**config.mk**
```make
export PLATFORM = sky130hd
export DESIGN_NAME = gcd_arbiter
export DESIGN_NICKNAME = d
export VERILOG_FILES = /design/src/rtl/gcd_arbiter.sv
export SDC_FILE = /design/constraint.sdc
export NUM_CORES = 1
export LEC_CHECK = 0
export ABC_AREA = 0
export BUFFER_PORTS_ARGS = -buffer_cell sky130_fd_sc_hd__buf_2
export CORE_MARGIN = 5
export CORE_UTILIZATION = 53
export DETAILED_ROUTE_END_ITERATION = 12
export PLACE_DENSITY = 0.89
export SYNTH_ARGS = -nofsm -noshare
export SYNTH_HDL_FRONTEND = slang
export SYNTH_SLANG_ARGS = --single-unit
```
**constraint.sdc**
```tcl
create_clock -name clk -period 10 [get_ports clk]
set_input_delay 0 -clock clk [delete_from_list [all_inputs] [get_ports clk]]
set_output_delay 0 -clock clk [all_outputs]
set_load 0.1 [all_outputs]
```
**src/rtl/gcd_arbiter.sv**
```systemverilog
// ---------------------------------------------------------------------------
// gcd_arbiter
//
// Purpose:
//   Round-robin scheduler that shares a single GCD engine among N requesters.
//   A granted requester's operand pair is latched onto the engine inputs and a
//   one-cycle go pulse is issued. The arbiter then waits for the engine's done,
//   captures the result and returns it to the requester with a one-cycle,
//   one-hot ack. Operand pairs containing a zero are answered directly without
//   using the engine. A cycle-count timeout aborts an operation whose done
//   never arrives and reports it through err.
//
// Parameters:
//   N           number of requesters (2..8)
//   W           operand/result width, matches the engine's in1/in2/out
//   TIMEOUT_CYC maximum counter value in WAIT before the operation is aborted
//
// Ports:
//   clk       clock, rising edge
//   rst       asynchronous, active-low reset
//   req       per-requester request level (held until ack)
//   a_flat    operand A of requester i at [i*W +: W]
//   b_flat    operand B of requester i at [i*W +: W]
//   ack       one-hot, one-cycle completion pulse
//   result    GCD result, valid while ack != 0, held until the next response
//   err       timeout flag, valid while ack != 0, held until the next response
//   busy      high in every state except IDLE
//   grant_id  index of the requester currently being served
//   gcd_go    start pulse to the engine
//   gcd_in1   operand A to the engine
//   gcd_in2   operand B to the engine
//   gcd_out   result from the engine
//   gcd_done  completion from the engine (level or pulse)
// ---------------------------------------------------------------------------
module gcd_arbiter #(
    parameter int N           = 4,
    parameter int W           = 16,
    parameter int TIMEOUT_CYC = 1024
) (
    input  logic           clk,
    input  logic           rst,
    input  logic [N-1:0]   req,
    input  logic [N*W-1:0] a_flat,
    input  logic [N*W-1:0] b_flat,
    output logic [N-1:0]   ack,
    output logic [W-1:0]   result,
    output logic           err,
    output logic           busy,
    output logic [2:0]     grant_id,
    output logic           gcd_go,
    output logic [W-1:0]   gcd_in1,
    output logic [W-1:0]   gcd_in2,
    input  logic [W-1:0]   gcd_out,
    input  logic           gcd_done
);

    localparam int CNT_W = $clog2(TIMEOUT_CYC + 1);

    typedef enum logic [1:0] {
        S_IDLE  = 2'd0,
        S_ISSUE = 2'd1,
        S_WAIT  = 2'd2,
        S_RESP  = 2'd3
    } state_t;

    state_t           state_reg;
    logic [2:0]       ptr_reg;
    logic [CNT_W-1:0] cnt_reg;
    logic [N-1:0]     ack_reg;
    logic [W-1:0]     result_reg;
    logic             err_reg;
    logic             busy_reg;
    logic [2:0]       grant_id_reg;
    logic             gcd_go_reg;
    logic [W-1:0]     gcd_in1_reg;
    logic [W-1:0]     gcd_in2_reg;

    // Per-requester operand views.
    logic [W-1:0] a_arr [N];
    logic [W-1:0] b_arr [N];

    // Requests rotated so that position 0 is the requester at the pointer.
    logic [2:0]   cand_id [N];
    logic [N-1:0] cand_req;

    logic         sel_found;
    logic [2:0]   sel_id;
    logic [W-1:0] sel_a;
    logic [W-1:0] sel_b;

    logic [3:0]   ptr_inc;
    logic [2:0]   ptr_next;

    generate
        for (genvar gi = 0; gi < N; gi++) begin : g_req
            logic [3:0] sum;

            assign a_arr[gi] = a_flat[gi*W +: W];
            assign b_arr[gi] = b_flat[gi*W +: W];

            // Candidate index (pointer + gi) mod N; pointer < N so one subtract suffices.
            assign sum         = {1'b0, ptr_reg} + 4'(gi);
            assign cand_id[gi] = (sum >= 4'(N)) ? 3'(sum - 4'(N)) : sum[2:0];
            assign cand_req[gi] = |(req & (N'(1) << cand_id[gi]));
        end
    endgenerate

    // First set request at or after the pointer: lowest rotated position wins.
    always_comb begin
        sel_found = 1'b0;
        sel_id    = '0;
        for (int k = N - 1; k >= 0; k--) begin
            if (cand_req[k]) begin
                sel_found = 1'b1;
                sel_id    = cand_id[k];
            end
        end
    end

    // Operand mux for the selected requester.
    always_comb begin
        sel_a = '0;
        sel_b = '0;
        for (int k = 0; k < N; k++) begin
            if (sel_id == 3'(k)) begin
                sel_a = a_arr[k];
                sel_b = b_arr[k];
            end
        end
    end

    assign ptr_inc  = {1'b0, grant_id_reg} + 4'd1;
    assign ptr_next = (ptr_inc >= 4'(N)) ? 3'd0 : ptr_inc[2:0];

    always_ff @(posedge clk or negedge rst) begin
        if (!rst) begin
            state_reg    <= S_IDLE;
            ptr_reg      <= '0;
            cnt_reg      <= '0;
            ack_reg      <= '0;
            result_reg   <= '0;
            err_reg      <= 1'b0;
            busy_reg     <= 1'b0;
            grant_id_reg <= '0;
            gcd_go_reg   <= 1'b0;
            gcd_in1_reg  <= '0;
            gcd_in2_reg  <= '0;
        end else begin
            // ack and go are single-cycle pulses; only the entering transition sets them.
            ack_reg    <= '0;
            gcd_go_reg <= 1'b0;

            case (state_reg)
                S_IDLE: begin
                    if (sel_found) begin
                        grant_id_reg <= sel_id;
                        busy_reg     <= 1'b1;
                        if ((sel_a == '0) || (sel_b == '0)) begin
                            // gcd(0,x) = x and gcd(0,0) = 0: selecting the other
                            // operand covers every zero case without the engine.
                            result_reg <= (sel_a == '0) ? sel_b : sel_a;
                            err_reg    <= 1'b0;
                            ack_reg    <= N'(1) << sel_id;
                            state_reg  <= S_RESP;
                        end else begin
                            gcd_in1_reg <= sel_a;
                            gcd_in2_reg <= sel_b;
                            gcd_go_reg  <= 1'b1;
                            state_reg   <= S_ISSUE;
                        end
                    end
                end

                S_ISSUE: begin
                    cnt_reg   <= '0;
                    state_reg <= S_WAIT;
                end

                S_WAIT: begin
                    // A done seen in the first WAIT cycle may be left over from
                    // the previous operation (level-style done), so it is ignored.
                    if ((cnt_reg != '0) && gcd_done) begin
                        result_reg <= gcd_out;
                        err_reg    <= 1'b0;
                        ack_reg    <= N'(1) << grant_id_reg;
                        state_reg  <= S_RESP;
                    end else if (cnt_reg == CNT_W'(TIMEOUT_CYC)) begin
                        result_reg <= '0;
                        err_reg    <= 1'b1;
                        ack_reg    <= N'(1) << grant_id_reg;
                        state_reg  <= S_RESP;
                    end else begin
                        cnt_reg <= cnt_reg + CNT_W'(1);
                    end
                end

                S_RESP: begin
                    ptr_reg   <= ptr_next;
                    busy_reg  <= 1'b0;
                    state_reg <= S_IDLE;
                end

                default: begin
                    state_reg <= S_IDLE;
                end
            endcase
        end
    end

    assign ack      = ack_reg;
    assign result   = result_reg;
    assign err      = err_reg;
    assign busy     = busy_reg;
    assign grant_id = grant_id_reg;
    assign gcd_go   = gcd_go_reg;
    assign gcd_in1  = gcd_in1_reg;
    assign gcd_in2  = gcd_in2_reg;

endmodule

```
# After elaboration in Yosys (flattened, before gate mapping)
# Index checks and enable logic that the tools add are counted.
# op_classes
n_eq_ne	12
bitwise	5
n_reduce_logical	20
shift	6
n_lt_le_gt_ge	5
add_sub_neg	9
n_mux	50
# ops
op	count
16-bit two-way mux	13
16-bit logical NOT	2
16-bit one-hot mux with 2 select lines	1
3-bit two-way mux	9
1-bit by 3-bit left shift with 4-bit output, first input constant	6
11-bit two-way mux	2
11-bit one-hot mux with 2 select lines	1
4-bit AND	4
4-bit by 3-bit greater-or-equal comparator with 1-bit output, second input constant	4
4-bit two-way mux	4
4-bit OR reduction	4
1-bit two-way mux	12
3-bit subtractor, second input constant	4
11-bit by 1-bit adder with 11-bit output, second input constant	1
11-bit == test, second input constant	1
11-bit nonzero test	1
3-bit by 1-bit adder with 4-bit output, second input constant	2
3-bit by 2-bit adder with 4-bit output, second input constant	2
2-bit two-way mux	4
2-bit inequality test, second input constant	4
2-bit one-hot mux with 4 select lines	1
4-bit one-hot mux with 2 select lines	1
3-bit by 2-bit == test with 1-bit output, second input constant	2
2-bit AND reduction	3
14 further kinds	19
# totals
out_inout_bits	58
register_bits	74

# Longest topological paths before layout
# depth
ltp_word	20
depth_mapped	17
mapped_depth_nobuf	12

# Worst setup path after synthesis
# OpenSTA, ideal clock, no wires.
# synth_path
kind	reg2reg
start	reg ptr_reg[0]
end	reg err_reg, in the netlist err
period_less_slack_ps	4562
required_time_ps	9874
slack_ps	5438
arrival_time_ps	4436
stages_incl_launch_ff	16
path_cell_list	dfrtp_1 > inv_1 > ha_1 > a22oi_1 > a21oi_1 > a31o_1 > or3_1 > buf_4 > a221oi_1 > o22ai_1 > or4_4 > or4_4 > buf_6 > a31oi_4 > buf_12 > mux2_4
# synth_between
elab_chain_len	19
# synth_rtl
item	line	source
start: declaration	67	logic [2:0] ptr_reg;
start signal: assignment	198	ptr_reg <= ptr_next;
3-bit by 2-bit adder with 4-bit output	102	assign sum = {1'b0, ptr_reg} + 4'(gi);
4-bit by 3-bit greater-or-equal comparator with 1-bit output / 3-bit subtractor (equally long branches)	103	assign cand_id[gi] = (sum >= 4'(N)) ? 3'(sum - 4'(N)) : sum[2:0];
3-bit two-way mux	103	
1-bit by 3-bit left shift with 4-bit output	104	assign cand_req[gi] = |(req & (N'(1) << cand_id[gi]));
4-bit AND	104	
4-bit OR reduction	104	
3-bit two-way mux (4 in series)	113	if (cand_req[k]) begin
3-bit logical NOT	125	if (sel_id == 3'(k)) begin
16-bit two-way mux (4 in series)	125	
16-bit logical NOT	158	if ((sel_a == '0) || (sel_b == '0)) begin
1-bit logical OR	158	
2-bit inequality test (no line)	-	
4-bit AND reduction (no line) *	-	
end signal: assignment	162	err_reg <= 1'b0;
end signal: assignment	184	err_reg <= 1'b0;
end signal: assignment	189	err_reg <= 1'b1;
end: declaration	71	logic err_reg;
# Mark *: on every way between the ends. The rest lies on a longest branch, timed or not.
# A chain may end at the register's enable or synchronous reset.

# Final worst setup path
# layout_path
start	reg ptr_reg[0]
end	reg result_reg[1], in the netlist result[1]
# layout_between
elab_chain_len	20
# layout_rtl
item	line	source
3-bit by 2-bit adder with 4-bit output	102	
4-bit by 3-bit greater-or-equal comparator with 1-bit output / 3-bit subtractor (equally long branches)	103	
3-bit two-way mux	103	
1-bit by 3-bit left shift with 4-bit output	104	
4-bit AND	104	
4-bit OR reduction	104	
3-bit two-way mux (4 in series)	113	
3-bit logical NOT	125	
16-bit two-way mux (4 in series)	125	
16-bit logical NOT	158, 161	
16-bit two-way mux	161	result_reg <= (sel_a == '0) ? sel_b : sel_a;
16-bit two-way mux	158	
16-bit two-way mux	155	if (sel_found) begin
16-bit one-hot mux with 2 select lines	153	case (state_reg)
end signal: assignment	161	
end signal: assignment	183	result_reg <= gcd_out;
end: declaration	70	logic [W-1:0] result_reg;
# Several ways; a longest one is shown, not always the timed one. The select of a mux whose other input is x is not followed.

==> flow_summary.json <==
{
  "first_pass_iters": 5,
  "worst_setup_hold_path_clk_slew_ps": 90,
  "grt_remaining_overflow": 0,
  "min_path_type": "input port to register",
  "worst_path_most_repeated_cell": "sky130_fd_sc_hd__or4_4",
  "finalCriticalPeriod_ps": 6140,
  "netlist_top_cells_count": "sky130_fd_sc_hd__dfrtp_1 (74), sky130_fd_sc_hd__nand2_1 (53), sky130_fd_sc_hd__mux2_2 (36)",
  "synth.top_cells.by_area": "sky130_fd_sc_hd__dfrtp_1 (36%), sky130_fd_sc_hd__mux2_2 (7.8%), sky130_fd_sc_hd__a221oi_1 (4.2%)",
  "tritoncts": "yes",
  "initial_antenna_violation_count": 0,
  "yosys_most_used_dff": "sky130_fd_sc_hd__dfrtp_1",
  "setup_violations": 0,
  "floorplan.core_area_sq_mm": 0.00968,
  "fin_skew_ps": 12.0,
  "report.final.slew_viol_count": 0,
  "timing.critical_path.cells": "inv_1 > ha_1 > a22oi_1 > nand3_1 > nor4b_4 > or3_2 > nor3_1 > buf_4 > o2bb2ai_1 > or4_4 > or4_4 > a31oi_4 > mux2_2",
  "count_of_different_cell_masters_after_synthesis": 63,
  "all_layer_gr_usage_pct": 33.0,
  "cap_violations": 0,
  "synth_top_cell_area_share_pct": 35.6,
  "worst_slew_margin_rel_pct": 24.7,
  "remaining_drc_errors": 0,
  "layout-drive-gt1-share_pct": 38.2,
  "yosys_register_bits": 74,
  "final.setup.tns_ps": 0,
  "port_buffers": 208,
  "cp_data_arrival_time_ps": 6400,
  "synthToLayoutAreaGrowth_pct": 25.9,
  "critPathLaunchType": "register",
  "timing_worst_slew_pin_value_ps": 1130,
  "detailedPlacementHpwl_um": 15600,
  "synth_area_sq_mm": 0.00520,
  "clkLatencyLatePin_ps": 370,
  "synth.yosys.seq_area_share_pct": 35.6,
  "fin_crit_share_pct": 61.4,
  "vias": 5748,
  "antenna_cells_inserted": 0,
  "synth.yosys.warnings": 0,
  "synth_nets": 720,
  "nFillCells": 810,
  "endpoint_kind": "register",
  "netlist_instances": 553,
  "max_freq_mhz": 163,
  "status": "finished, final reports clean",
  "io-pin-count": 209,
  "max_stage_delay_ps": 850,
  "ys_async_sr_fraction_pct": 100,
  "drt_first_iter_violations": 580,
  "nNetsFinal": 911,
  "via_count_of_the_first_global_routing_pass": 5704,
  "place.gp.congestion": 0.961,
  "die_w_um": 109,
  "clock_tree.root_cell": "sky130_fd_sc_hd__clkbuf_8",
  "ctsLongestPathBuffers": 2,
  "cts_made_buffers": 9,
  "htreeDepth": 3,
  "worst_ep_required_time_ps": 10260,
  "drt.antenna.violating_nets": 0,
  "cts.repair_timing.setup_buffer_count": 0,
  "fp_rows": 36,
  "postRouteWirelength_um": 20000,
  "die_area_sq_mm": 0.0119,
  "avgSynthCellArea_sq_um": 9.41,
  "number_of_enable_type_register_cells_in_the_synthesized_netlist": 0,
  "grt_setup_unrepaired": "false",
  "synth.largest_area_cell": "sky130_fd_sc_hd__dfrtp_1",
  "clk_sinks": 74,
  "grt_first_pass_wirelength_um": 29700,
  "hold_viol_final": 0,
  "drt-wirelength-per-cell_um": 22.6,
  "crit_slowest_cell": "sky130_fd_sc_hd__or3_2",
  "initial_core_util_pct": 53.7,
  "worst-path-max-fanout": 53,
  "routed_via_density": 6.52,
  "final.hold.worst_slack_ps": 5.15,
  "floorplan.die.height_um": 109,
  "yosys.cell_count.top_type": "sky130_fd_sc_hd__dfrtp_1",
  "grt_start_max_net_pins": 75,
  "crit_type": "register to register"
}
routing by layer:
layer | share of wire (%) | GRT usage (%)
met1 | 38 | 40.7
met5 | 0 | 0
met3 | 8.8 | 5.39
met4 | 3.7 | 13.9
met2 | 50 | 57.1
per-stage QoR:
step           cell area [sq um]  util, %  worst slack (ps)  cells
5_1_grt                     6550     67.6              3520    882
6_report                    6550     67.6              3860    882
3_5_place_dp                6270     64.7              3990    863
2_1_floorplan               5200        -              5440    553
4_1_cts                     6550     67.6              4000    882
3_3_place_gp                6270     64.7              4210    863
critical path, delay by kind of cell (launching register included):
family          cells  cell delay [ps]
flops               1              550
fa+ha+maj           1              330
simple gates        6             2990
buf+inv             2              470
compound gates      3             1280
mux                 1              410
layout by cell type, fill, tap and decap left out, types with 4 or more instances in the layout:
| master | Yosys | layout |
|---|---|---|
| sky130_fd_sc_hd__buf_4 | 2 | 5 |
| sky130_fd_sc_hd__nor3_1 | 10 | 10 |
| sky130_fd_sc_hd__a311oi_1 | 4 | 4 |
| sky130_fd_sc_hd__xor2_1 | 5 | 5 |
| sky130_fd_sc_hd__ha_1 | 16 | 16 |
| sky130_fd_sc_hd__nand3_1 | 25 | 25 |
| sky130_fd_sc_hd__nand2_1 | 53 | 53 |
| sky130_fd_sc_hd__o31a_1 | 4 | 4 |
| sky130_fd_sc_hd__o21ai_0 | 24 | 24 |
| sky130_fd_sc_hd__and3_1 | 5 | 5 |
| sky130_fd_sc_hd__and2_1 | 5 | 5 |
| sky130_fd_sc_hd__mux2i_1 | 9 | 9 |
| sky130_fd_sc_hd__inv_1 | 22 | 22 |
| sky130_fd_sc_hd__o31ai_1 | 11 | 11 |
| sky130_fd_sc_hd__or4_1 | 6 | 6 |
| sky130_fd_sc_hd__nor2_1 | 35 | 35 |
| sky130_fd_sc_hd__a31oi_1 | 4 | 4 |
| sky130_fd_sc_hd__nor4_1 | 12 | 12 |
| sky130_fd_sc_hd__dfrtp_1 | 74 | 74 |
| sky130_fd_sc_hd__a221oi_1 | 25 | 25 |
| sky130_fd_sc_hd__o2bb2ai_1 | 4 | 4 |
| sky130_fd_sc_hd__buf_2 | 6 | 207 |
| sky130_fd_sc_hd__a22oi_1 | 25 | 25 |
| sky130_fd_sc_hd__clkbuf_8 | 0 | 9 |
| sky130_fd_sc_hd__a22o_1 | 11 | 11 |
| sky130_fd_sc_hd__a221o_1 | 7 | 7 |
| sky130_fd_sc_hd__o211ai_1 | 7 | 7 |
| sky130_fd_sc_hd__mux2_2 | 36 | 36 |
| sky130_fd_sc_hd__nand4_1 | 8 | 8 |
| sky130_fd_sc_hd__a21oi_1 | 13 | 12 |
| sky130_fd_sc_hd__mux2_4 | 8 | 8 |
logic make-up after synthesis:
logic type / Yosys count / share of synthesized area (%)
multiplexers: 53 / 11.8
flip-flops: 74 / 35.6
adder cells (fa/ha/maj): 16 / 3.85
buffers and inverters: 57 / 5.15
AND/OR/NAND/NOR: 176 / 17.1
XOR/XNOR: 6 / 1.01
AO/OA/AOI/OAI: 171 / 25.4
path summary, 6_finish.rpt:
path | startpoint | to | slack [ps] | cells after the start
hold reg to reg | gcd_in1[7]$_DFFE_PN0P_ | gcd_in1[7]$_DFFE_PN0P_ | 510 | 1
setup / recovery | ptr_reg[0]$_DFFE_PN0P_ | result[1]$_DFFE_PN0P_ | 3860 | 13
hold / removal | gcd_out[0] | result[0]$_DFFE_PN0P_ | 5 | 4
setup reg to reg | ptr_reg[0]$_DFFE_PN0P_ | result[1]$_DFFE_PN0P_ | 3860 | 13
max in group asynchronous | rst | gcd_in2[6]$_DFFE_PN0P_ | 9060 | 2
min in group asynchronous | rst | ptr_reg[0]$_DFFE_PN0P_ | 330 | 2
layout make-up:
type,count,area [sq um],share of cell area [%]
Clock buffer,9,124,1.89
Timing Repair Buffer,215,1100,16.9
Tap cell,133,166,2.54
Clock inverter,7,125,1.91
Multi-Input combinational cell,422,3100,47.3
Sequential cell,74,1850,28.3
Inverter,22,82.6,1.26
timing repair:
item | 4_1_cts | 5_1_grt
hold buffers | 3 | 0
endpoints found under the hold margin | 76 | 0
resized for setup | 0 | 0
Power is not shown: default switching activity piles up to over one toggle a cycle in this logic, so the estimate is an artifact.
